`config.mk`:
```
export PLATFORM = sky130hd
export DESIGN_NAME = beat_clock_gen
export DESIGN_NICKNAME = d
export VERILOG_FILES = /design/src/rtl/beat_clock_pkg.sv /design/src/rtl/seq_divider.sv /design/src/rtl/beat_clock_gen.sv
export SDC_FILE = /design/constraint.sdc
export NUM_CORES = 1
export LEC_CHECK = 0
export ABC_CLOCK_PERIOD_IN_PS = 3000
export CAP_MARGIN = 10
export CORE_MARGIN = 2
export CORE_UTILIZATION = 35
export DETAILED_ROUTE_END_ITERATION = 7
export PLACE_DENSITY_LB_ADDON = 0.2
export RECOVER_POWER = 50
export SLEW_MARGIN = 40
export SYNTH_ARGS = -nofsm -noshare
export SYNTH_HDL_FRONTEND = slang
export SYNTH_SLANG_ARGS = --single-unit
```
`constraint.sdc`:
```
create_clock -name clk_camera_in -period 3 [get_ports clk_camera_in]
set_input_delay 0.6 -clock clk_camera_in [delete_from_list [all_inputs] [get_ports clk_camera_in]]
set_output_delay 0.6 -clock clk_camera_in [all_outputs]
set_load 0.05 [all_outputs]
```
`src/rtl/beat_clock_pkg.sv`:
```
// Shared types and constants for the beat clock generator.
// Divider FSM states, tempo constants, width helpers.
package beat_clock_pkg;

  typedef enum logic [1:0] {
    ST_IDLE = 2'd0,
    ST_DIV  = 2'd1,
    ST_DONE = 2'd2
  } div_state_e;

  localparam int unsigned SEC_PER_MIN = 60;
  localparam int unsigned BPM_W       = 8;

  // Cycles per minute: numerator of the period division.
  function automatic longint unsigned num_of(
    input longint unsigned clk_hz
  );
    return clk_hz * 64'(SEC_PER_MIN);
  endfunction

  // Index width for a modulus n, never below one bit.
  function automatic int idx_w(input int n);
    return (n <= 2) ? 1 : $clog2(n);
  endfunction

endpackage

```
`src/rtl/seq_divider.sv`:
```
// Unsigned restoring divider, one quotient bit per cycle.
// Caller guarantees num[NUM_W-1:Q_W] < den so the quotient fits.
module seq_divider
  import beat_clock_pkg::*;
#(
  parameter int NUM_W = 42,
  parameter int DEN_W = 10,
  localparam int Q_W  = NUM_W - DEN_W
) (
  input  logic             clk,
  input  logic             rst_n,
  input  logic             start,
  input  logic             abort,
  input  logic [NUM_W-1:0] num,
  input  logic [DEN_W-1:0] den,
  output logic [Q_W-1:0]   quot,
  output logic             done,
  output logic             busy
);

  localparam int CW = idx_w(Q_W);

  div_state_e       state;
  logic [DEN_W-1:0] rem;
  logic [DEN_W-1:0] den_q;
  logic [Q_W-1:0]   q;
  logic [CW-1:0]    cnt;

  logic [DEN_W:0]   rem_sh;
  logic             ge;
  logic [DEN_W-1:0] rem_nx;

  // Trial subtraction for the next quotient bit.
  always_comb begin
    rem_sh = {rem, q[Q_W-1]};
    ge     = rem_sh >= {1'b0, den_q};
    rem_nx = ge ? DEN_W'(rem_sh - {1'b0, den_q})
                : rem_sh[DEN_W-1:0];
  end

  // Divider sequencing: load, Q_W bit steps, one done cycle.
  always_ff @(posedge clk or negedge rst_n) begin
    if (!rst_n) begin
      state <= ST_IDLE;
      rem   <= '0;
      den_q <= '0;
      q     <= '0;
      cnt   <= '0;
    end else begin
      unique case (state)
        ST_IDLE: begin
          if (start) begin
            rem   <= num[NUM_W-1:Q_W];
            q     <= num[Q_W-1:0];
            den_q <= den;
            cnt   <= '0;
            state <= ST_DIV;
          end
        end
        ST_DIV: begin
          if (abort) begin
            state <= ST_IDLE;
          end else begin
            rem <= rem_nx;
            q   <= {q[Q_W-2:0], ge};
            cnt <= cnt + CW'(1);
            if (cnt == CW'(Q_W - 1))
              state <= ST_DONE;
          end
        end
        ST_DONE: state <= ST_IDLE;
        default: state <= ST_IDLE;
      endcase
    end
  end

  assign quot = q;
  assign done = (state == ST_DONE);
  assign busy = (state != ST_IDLE);

endmodule

```
`src/rtl/beat_clock_gen.sv`:
```
// BPM-driven metronome: tick/beat/bar pulses and indices.
// New periods land on tick boundaries so no tick is cut short.
module beat_clock_gen
  import beat_clock_pkg::*;
#(
  parameter longint unsigned CLK_HZ = 200_000_000,
  parameter int SUBDIV        = 4,
  parameter int BEATS_PER_BAR = 4,
  parameter int PERIOD_W      = 32,
  localparam int TW = idx_w(SUBDIV),
  localparam int BW = idx_w(BEATS_PER_BAR)
) (
  input  logic                clk_camera_in,
  input  logic                rst_n_in,
  input  logic [7:0]          bpm_in,
  input  logic                enable_in,
  input  logic                sync_in,
  output logic                tick_out,
  output logic                beat_out,
  output logic                bar_out,
  output logic [TW-1:0]       tick_idx_out,
  output logic [BW-1:0]       beat_idx_out,
  output logic [PERIOD_W-1:0] period_out,
  output logic                busy_out
);

  localparam int SD_SH = $clog2(SUBDIV);
  localparam int DEN_W = BPM_W + SD_SH;
  localparam int NUM_W = PERIOD_W + DEN_W;
  localparam longint unsigned NUM = num_of(CLK_HZ);
  localparam logic [NUM_W-1:0] NUM_V = NUM_W'(NUM);

  if (NUM / 64'(SUBDIV) >= (64'd1 << PERIOD_W)) begin : g_bad_pw
    $error("PERIOD_W too small for CLK_HZ*60/SUBDIV");
  end
  if ((SUBDIV & (SUBDIV - 1)) != 0) begin : g_bad_sub
    $error("SUBDIV must be a power of two");
  end

  logic [BPM_W-1:0]    bpm_lat_q;
  logic [DEN_W-1:0]    den;
  logic [PERIOD_W-1:0] quot;
  logic                div_done;
  logic                div_busy;
  logic                bpm_diff;
  logic                div_start;
  logic                div_abort;
  logic                zero_load;

  logic                new_val;
  logic [PERIOD_W-1:0] new_per;
  logic                have_p;
  logic [PERIOD_W-1:0] p_val;
  logic                imm;
  logic                hold;
  logic                restart;
  logic                wrap;

  logic [PERIOD_W-1:0] cnt_q;
  logic [PERIOD_W-1:0] period_q;
  logic [PERIOD_W-1:0] pend_q;
  logic                pend_v_q;
  logic                restart_q;
  logic                en_q;
  logic [TW-1:0]       tick_idx_q;
  logic [TW-1:0]       tick_nx;
  logic [BW-1:0]       beat_idx_q;
  logic [BW-1:0]       beat_nx;
  logic                tick_wrap;
  logic                beat_wrap;
  logic                tick_q;
  logic                beat_q;
  logic                bar_q;

  // Launch, abort and zero-tempo decisions plus apply rules.
  always_comb begin
    bpm_diff  = (bpm_in != bpm_lat_q);
    div_start = !div_busy && bpm_diff && (bpm_in != '0);
    div_abort = div_busy && bpm_diff;
    zero_load = !div_busy && bpm_diff && (bpm_in == '0);
    den       = DEN_W'(bpm_in) << SD_SH;
    new_val   = (div_done && !div_abort) || zero_load;
    new_per   = zero_load ? '0 : quot;
    have_p    = new_val || pend_v_q;
    p_val     = new_val ? new_per : pend_q;
    imm       = have_p && ((period_q == '0) ||
                (p_val == '0) || !enable_in);
    hold      = !enable_in || (period_q == '0) ||
                (imm && (p_val == '0));
    restart   = restart_q || (enable_in && !en_q) || sync_in;
    wrap      = (cnt_q == period_q - PERIOD_W'(1));
    tick_wrap = (tick_idx_q == TW'(SUBDIV - 1));
    tick_nx   = tick_wrap ? '0 : tick_idx_q + TW'(1);
    beat_wrap = (beat_idx_q == BW'(BEATS_PER_BAR - 1));
    beat_nx   = beat_idx_q;
    if (tick_wrap)
      beat_nx = beat_wrap ? '0 : beat_idx_q + BW'(1);
  end

  seq_divider #(
    .NUM_W (NUM_W),
    .DEN_W (DEN_W)
  ) u_div (
    .clk   (clk_camera_in),
    .rst_n (rst_n_in),
    .start (div_start),
    .abort (div_abort),
    .num   (NUM_V),
    .den   (den),
    .quot  (quot),
    .done  (div_done),
    .busy  (div_busy)
  );

  // Remember which tempo the divider is working on.
  always_ff @(posedge clk_camera_in or negedge rst_n_in) begin
    if (!rst_n_in)
      bpm_lat_q <= '0;
    else if (!div_busy && bpm_diff)
      bpm_lat_q <= bpm_in;
  end

  // Active period: immediate when idle, else at the wrap.
  always_ff @(posedge clk_camera_in or negedge rst_n_in) begin
    if (!rst_n_in) begin
      period_q <= '0;
      pend_q   <= '0;
      pend_v_q <= 1'b0;
    end else if (imm) begin
      period_q <= p_val;
      pend_v_q <= 1'b0;
    end else if (have_p && wrap && !restart) begin
      period_q <= p_val;
      pend_v_q <= 1'b0;
    end else if (new_val) begin
      pend_q   <= new_per;
      pend_v_q <= 1'b1;
    end
  end

  // Tick counter, indices and registered pulses.
  always_ff @(posedge clk_camera_in or negedge rst_n_in) begin
    if (!rst_n_in) begin
      cnt_q      <= '0;
      tick_idx_q <= '0;
      beat_idx_q <= '0;
      restart_q  <= 1'b0;
      en_q       <= 1'b0;
      tick_q     <= 1'b0;
      beat_q     <= 1'b0;
      bar_q      <= 1'b0;
    end else begin
      en_q   <= enable_in;
      tick_q <= 1'b0;
      beat_q <= 1'b0;
      bar_q  <= 1'b0;
      if (hold) begin
        cnt_q      <= '0;
        tick_idx_q <= '0;
        beat_idx_q <= '0;
        restart_q  <= imm && (p_val != '0) && enable_in;
      end else if (restart) begin
        cnt_q      <= '0;
        tick_idx_q <= '0;
        beat_idx_q <= '0;
        restart_q  <= 1'b0;
        tick_q     <= 1'b1;
        beat_q     <= 1'b1;
        bar_q      <= 1'b1;
      end else if (wrap) begin
        cnt_q      <= '0;
        tick_idx_q <= tick_nx;
        beat_idx_q <= beat_nx;
        tick_q     <= 1'b1;
        beat_q     <= tick_wrap;
        bar_q      <= tick_wrap && (beat_nx == '0);
      end else begin
        cnt_q <= cnt_q + PERIOD_W'(1);
      end
    end
  end

  assign tick_out     = tick_q;
  assign beat_out     = beat_q;
  assign bar_out      = bar_q;
  assign tick_idx_out = tick_idx_q;
  assign beat_idx_out = beat_idx_q;
  assign period_out   = period_q;
  assign busy_out     = div_busy;

endmodule
```
==> results of run 1 <==
[metal layers]
layer	vias to the layer above	share of wire [%]	GRT usage, %
li1	4497	-	-
met1	4625	46	27.41
met2	195	49	33.37
met3	40	3.6	3.874
met4	0	2.0	5.854
met5	-	0	0
[cell families after synthesis]
logic type | after synthesis | share of synthesized area [%]
muxes | 14 | 1.419
AOI/OAI and AO/OA | 246 | 16.63
adders and majority gates | 15 | 1.892
buffers and inverters | 93 | 3.808
xor gates and xnor gates | 76 | 6.586
DFF | 171 | 41.48
and+or+nand+nor | 553 | 28.19
[registers in the layout (all words and copies together), names as in the netlist]
| signal | flops |
|---|---|
| beat_out | 1 |
| u_div.rem | 10 |
| beat_idx_out | 2 |
| u_div.cnt | 5 |
| tick_idx_out | 2 |
| u_div.den_q | 8 |
| en_q | 1 |
| period_out | 32 |
| bpm_lat_q | 8 |
| restart_q | 1 |
| tick_out | 1 |
| bar_out | 1 |
| u_div.state | 2 |
| cnt_q | 32 |
| pend_v_q | 1 |
| u_div.quot | 32 |
| pend_q | 32 |
[final timing paths]
kind / from / endpoint / slack [ns]
max in group asynchronous: rst_n_in / u_div.cnt[3] / 0.73
min reg2reg: bpm_lat_q[3] / bpm_lat_q[3] / 0.50
max reg2reg: period_out[1] / period_out[29] / -0.23
min in group asynchronous: rst_n_in / cnt_q[5] / 0.56
max: period_out[1] / period_out[29] / -0.23
min: bpm_lat_q[3] / bpm_lat_q[3] / 0.50
[area by class of cell]
type | instances | area [um^2] | share of cell area, %
multi-input cells | 905 | 6212 | 45.14
well taps | 384 | 480.5 | 3.491
clock inverters | 15 | 180.2 | 1.309
clock buffers | 17 | 425.4 | 3.091
flip-flops and latches | 171 | 4289 | 31.17
inverters | 20 | 75.07 | 0.5455
repair buffers | 220 | 2100 | 15.26
[layout by cell type, fill, tap and decap left out, types with 9 or more instances in the layout]
| cell | netlist | layout |
|---|---|---|
| a31oi_1 | 38 | 25 |
| a21oi_1 | 22 | 19 |
| nand3b_1 | 37 | 37 |
| a221oi_2 | 30 | 30 |
| xnor2_1 | 30 | 29 |
| and2_1 | 68 | 68 |
| dfrtp_1 | 171 | 163 |
| clkbuf_16 | 0 | 22 |
| buf_4 | 3 | 128 |
| a31oi_2 | 0 | 12 |
| inv_1 | 20 | 20 |
| nand2b_1 | 11 | 11 |
| xor2_1 | 45 | 45 |
| mux2i_1 | 9 | 9 |
| nand3_1 | 31 | 27 |
| clkdlybuf4s50_1 | 0 | 49 |
| nor4_1 | 27 | 25 |
| nand2_1 | 139 | 138 |
| buf_12 | 0 | 11 |
| ha_1 | 14 | 13 |
| nor3_1 | 16 | 13 |
| nor2_1 | 142 | 138 |
| o21ai_0 | 114 | 79 |
| buf_6 | 3 | 19 |
| nand4_1 | 23 | 23 |
| o21ai_2 | 0 | 33 |
[tightest hold or removal path, stage by stage, from the launching register on]
cell	delay, ns
dfrtp_1	0.36
nand2_1	0.05
nand2_1	0.06
[what timing repair did]
| action | 4_1_cts | 5_1_grt |
|---|---|---|
| pin swaps | 10 | 59 |
| setup buffers | 6 | 14 |
| resized for setup | 30 | 114 |
| endpoints found under the setup margin | 104 | 104 |
| cloned | 2 | 6 |
[power by group]
part	leakage (nW)	total (mW)	switching [mW]	internal, mW
registers	2.28	2.73	0.211	2.52
clock network	0.289	2.31	1.12	1.19
logic	3.31	1.05	0.646	0.401
total	5.89	6.09	1.98	4.11
==> impl_results.md, run 1 <==
* Max Cap Viol at 1
* Post-layout min period at between 3 and 4 ns
* Seq/Total Area, Yosys at about two fifths
* First-pass GRT wire length at 49760 um
* Core Area at a little under 30000 um^2
* Endpoints failing setup at about 100
* Antenna violations before repair at 0
* CTS Buf Count at 17
* Hold depth at 2
* Worst Path Max Fanout at 7
* Critical Path End Type: flop
* Static Leakage at 5.888 nW
* Total power at around 6 mW
* Clk pin slew, worst setup/hold paths at roughly 0.070 ns
* CTS max path bufs at 2
* Crit-path leading delay family: simple AND/OR/NAND/NOR gates
* Synthesis Warnings at 0
* DR vias/cell at approximately 5.4
* Cell depth of the worst setup path at 12
* Worst hold margin at about 0.50 ns
* Outcome: finished with violations
* Clock Latency Late Sink at ~0.46 ns
* Initial DRT Pass Iterations at 5
* DRT antenna net count at 0
* Syn_area_per_cell at about 8.8 um^2
* Cells on worst reg2reg path at 12
* #FFs+latches synth at about 170
* Final Non-Filler Cells at 1732
* Layout Skew at 0.01695 ns
* Relative slew slack at -10.76%
* Die height at about 180 um
* Worst hold path class: flop to flop
* Crit-path cells: inv_1, ha_2, or3b_4, o311ai_4, o21ai_2, nor4_1, nand4_1, nor4b_4, buf_4, nand3_4, buf_6, a221oi_2
* Final nets at ~1400
* Drt drc at 0
* CTS tree: done
* Violated checks: max-capacitance violations, max-slew violations, negative setup slack
* Slowest Stage Delay on Critical Path at just over 0.4 ns
* Die Footprint at 30860 um^2
* CTS Hold Bufs at 0
* Fillers at between 2000 and 3000
* Fin. max-slew vios at 63
* Cells after DPL at between 1500 and 2000
* Post-synth top flop: dfrtp_1
* Initial core utilization at between 30 and 40%
* Final period util at 107.8%
* Pin count of the biggest net entering global routing at between 60 and 70
* Overflow after GRT at 0
* All-Layer GR Usage at 20.35%
* Routability cong. at slightly below 0.9
* Floorplan row count at just over 60
* Number of synthesized flops with an enable pin at 0
* Top cells by area, synth: dfrtp_1 (41%), o21ai_0 (5.5%), nor2_1 (5.2%), nand2_1 (5.1%), a221oi_2 (4.4%)
* H-tree depth at 4
* Syn Nets at roughly 1200
* Worst path slowest cell: dfrtp_2
* Startpoint Class: flop
* Asr flop ratio synth at 100.0%
* Post-Place Worst Slack at -0.3505 ns
* Vias in the first global route at slightly above 9000
* Via count at a little over 9000
* Buf/Inv on CP at 3
* Most frequent cells after synthesis: dfrtp_1 (171), nor2_1 (142), nand2_1 (139)
* Synth area leader: dfrtp_1
* Achievable Freq at about 0.3 GHz
* Setup TNS at -14.50 ns
* Dpl cell area at roughly 12000 um^2
* Synth top area share at between 40% and 50%
* Die Wd at around 180 um
* Worst vdd ir at ~0.0004 V
* DRT Wirelength at between 30000 and 40000 um
* Mapped cell area at roughly 10000 um^2
* Hold Fails Final Rpt at 0
* Pwr per Cell Area at 442.3 nW/um^2
* Detailed Route Iter0 Violations at 463
* Mapped Cells at around 1200
* WL/cell at approximately 18 um
* Root buf cell: clkbuf_16
* Worst path required time at approximately 3.4 ns
* Share of cells above drive strength 1 at roughly a quarter
* TritonCTS Sinks at about 170
* Core Util, Final at ~48%
* WP data arrival at between 3 and 4 ns
* Setup CP Type: flop to flop
* RSZ-0062 raised after global routing: true
* Fin worst setup slack at -0.2339 ns
* IO Count at between 50 and 60
* Hpwl dp at ~21000 um
* Final Cell Area at between 10000 and 15000 um^2
* Layout area overhead at 33.40%
* # diodes at 0
* Slew @ Worst Pin at approximately 1.7 ns
* Yosys cell types at a little over 70
* Most numerous cell in the Yosys netlist: dfrtp_1
* IO Port Bufs at 51
Note: power is estimated with default switching activity, not from simulation.
==> inputs of run 2 (changes only) <==
ABC_CLOCK_PERIOD_IN_PS = 3500   (was 3000)
CTS_CLUSTER_DIAMETER = 150   (was default)
clock period = 3.5 ns   (was 3 ns; I/O delays follow)
==> run 2 against run 1 <==
The run ends with max-capacitance violations, max-slew violations left; combinational power fell by 22%; via count shrank 6.9%; flip-flop and latch count unchanged; register-to-register slack improved by 0.41 ns; global-route usage decreased by 1.0 points; power decreased by 17%; count of clock-buffer cells in the layout rose by 2; routed wire length fell by 6.9%; clock skew is 0.0024 ns lower; worst hold slack is essentially flat; critical path depth rose by 1; critical endpoint is now pend_q[22]; largest cell class unchanged.
==> impl_results.md, run 2 (synthesis gave the netlist of run 1 again) <==
* Via count at 8715 (was 9357)
* Overflow after GRT at 0 (unchanged)
* Pin count of the biggest net entering global routing at 67 (was 63)
* Initial DRT Pass Iterations at 5 (unchanged)
* Worst hold path class: flop to flop (unchanged)
* Antenna violations before repair at 0 (unchanged)
* Drt drc at 0 (unchanged)
* DR vias/cell at 5.363 (was 5.402)
* CTS Buf Count at 17 (unchanged)
* Worst Path Max Fanout at 32 (was 7)
* Total power at 5.059 mW (was 6.087 mW)
* Max Cap Viol at 1 (unchanged)
* IO Port Bufs at 51 (unchanged)
* WL/cell at 17.94 um (was 18.07 um)
* Cells on worst reg2reg path at 13 (was 12)
* Die Footprint at 30860 um^2 (unchanged)
* # diodes at 0 (unchanged)
* Final nets at 1255 (was 1362)
* Initial core utilization at 35.75% (unchanged)
* First-pass GRT wire length at 47550 um (was 49760 um)
* Worst hold margin at 0.4982 ns (was 0.4986 ns)
* RSZ-0062 raised after global routing: false (was true)
* Final Cell Area at 12250 um^2 (was 13760 um^2)
* WP data arrival at 3.66 ns (was 3.58 ns)
* H-tree depth at 4 (unchanged)
* Post-Place Worst Slack at 0.05709 ns (was -0.3505 ns)
* Routability cong. at 0.8904 (was 0.8893)
* Layout area overhead at 18.74% (was 33.40%)
* Fin worst setup slack at 0.1772 ns (was -0.2339 ns)
* Clock Latency Late Sink at 0.44 ns (was 0.46 ns)
* Hold Fails Final Rpt at 0 (unchanged)
* Violated checks: max-capacitance violations, max-slew violations (was max-capacitance violations, max-slew violations, negative setup slack)
* TritonCTS Sinks at 171 (unchanged)
* Setup TNS at 0 ns (was -14.50 ns)
* DRT Wirelength at 29150 um (was 31290 um)
* IO Count at 52 (unchanged)
* Core Util, Final at 42.45% (was 47.69%)
* Core Area at 28860 um^2 (unchanged)
* Relative slew slack at -69.99% (was -10.76%)
* Die Wd at 175.7 um (unchanged)
* Commonest non-fill, non-tap cell in the layout: dfrtp_1 (unchanged)
* Hold depth at 2 (unchanged)
* CTS max path bufs at 2 (unchanged)
* CTS tree: done (unchanged)
* Layout Skew at 0.01450 ns (was 0.01695 ns)
* Post-layout min period at 3.323 ns (was 3.234 ns)
* Clk pin slew, worst setup/hold paths at 0.07 ns (about the same)
* DRT antenna net count at 0 (unchanged)
* Worst vdd ir at 0.0003091 V (was 0.0004019 V)
* Final Non-Filler Cells at 1625 (was 1732)
* Detailed Route Iter0 Violations at 550 (was 463)
* Fin. max-slew vios at 55 (was 63)
* Share of cells above drive strength 1 at 12.89% (was 25.52%)
* Die height at 175.7 um (unchanged)
* Hpwl dp at 20350 um (was 21300 um)
* Critical Path End Type: flop (unchanged)
* All-Layer GR Usage at 19.35% (was 20.35%)
* Endpoints failing setup at 0 (was 104)
* Final period util at 94.94% (was 107.8%)
* Pwr per Cell Area at 413.0 nW/um^2 (was 442.3 nW/um^2)
* Setup CP Type: flop to flop (unchanged)
* Dpl cell area at 11630 um^2 (was 12320 um^2)
* Root buf cell: clkbuf_16 (unchanged)
* R2r setup slk at 0.18 ns (was -0.23 ns)
* Outcome: finished with violations (unchanged)
* Achievable Freq at 0.3010 GHz (was 0.3092 GHz)
* Startpoint Class: flop (unchanged)
* Slew @ Worst Pin at 2.550 ns (was 1.661 ns)
* Cells after DPL at 1592 (was 1673)
* Vias in the first global route at 8474 (was 9048)
* Most frequent cells in the layout: dfrtp_1 (171), nand2_1 (139), nor2_1 (138) (was dfrtp_1 (163), nor2_1 (138), nand2_1 (138))
* Static Leakage at 5.142 nW (was 5.888 nW)
* Worst path required time at 3.84 ns (was 3.35 ns)
* Floorplan row count at 62 (unchanged)
[run 2: cell count changes in the layout (fill, tap and decap cells not counted), moves of 12 or more]
cell,before,now
o21ai_2,33,1
a31oi_1,25,38
buf_4,128,52
buf_6,19,1
o21ai_0,79,113
a31oi_2,12,0
[run 2: worst max-delay path: stages, from the launching register on]
cell and delay [ns]:
dfrtp_1 0.37, buf_4 0.17, nor4_4 0.25, buf_4 0.19, buf_4 0.14, nand2b_1 0.07
xnor2_1 0.27, nor4bb_1 0.29, nand4_1 0.29, nor4bb_4 0.41, buf_12 0.16, buf_4 0.34
a31oi_1 0.12, o21ai_0 0.11
[run 2: per-layer routing]
| layer | share of wire, % | vias to the layer above | wire, um | global-route usage (%) |
|---|---|---|---|---|
| met3 | 3.6 | 35 | 1055 | 3.290 |
| met5 | 0 | - | 0 | 0 |
| met1 | 48 | 4230 | 13950 | 27.22 |
| li1 | - | 4284 | - | - |
| met2 | 46 | 166 | 13520 | 30.40 |
| met4 | 2.1 | 0 | 618 | 6.026 |
[run 2: what timing repair did]
| item | CTS | global route |
|---|---|---|
| hold buffers | 0 | 0 |
| setup buffers | 0 | 1 |
| setup endpoints to repair | 0 | 94 |
| resized for setup | 0 | 11 |
[run 2: layout make-up]
type | count | area [um^2]
inverters | 20 | 75.07
clock inverters | 13 | 122.6
fillers | 2892 | 16610
flip-flops and latches | 171 | 4279
clock buffers | 19 | 442.9
multi-input cells | 904 | 5771
well taps | 384 | 480.5
repair buffers | 114 | 1079
[run 2: final timing paths]
check,start,end
hold / removal,bpm_lat_q[6],bpm_lat_q[6]
hold reg to reg,bpm_lat_q[6],bpm_lat_q[6]
max in group asynchronous,rst_n_in,pend_q[23]
setup reg to reg,period_out[0],pend_q[22]
setup / recovery,period_out[0],pend_q[22]
min in group asynchronous,rst_n_in,cnt_q[3]
[run 2: power breakdown]
| group | switching (mW) | internal [mW] | total, mW |
|---|---|---|---|
| Combinational | 0.524 | 0.295 | 0.819 |
| Sequential | 0.204 | 2.16 | 2.36 |
| Clock | 0.918 | 0.962 | 1.88 |
| Total | 1.65 | 3.41 | 5.06 |
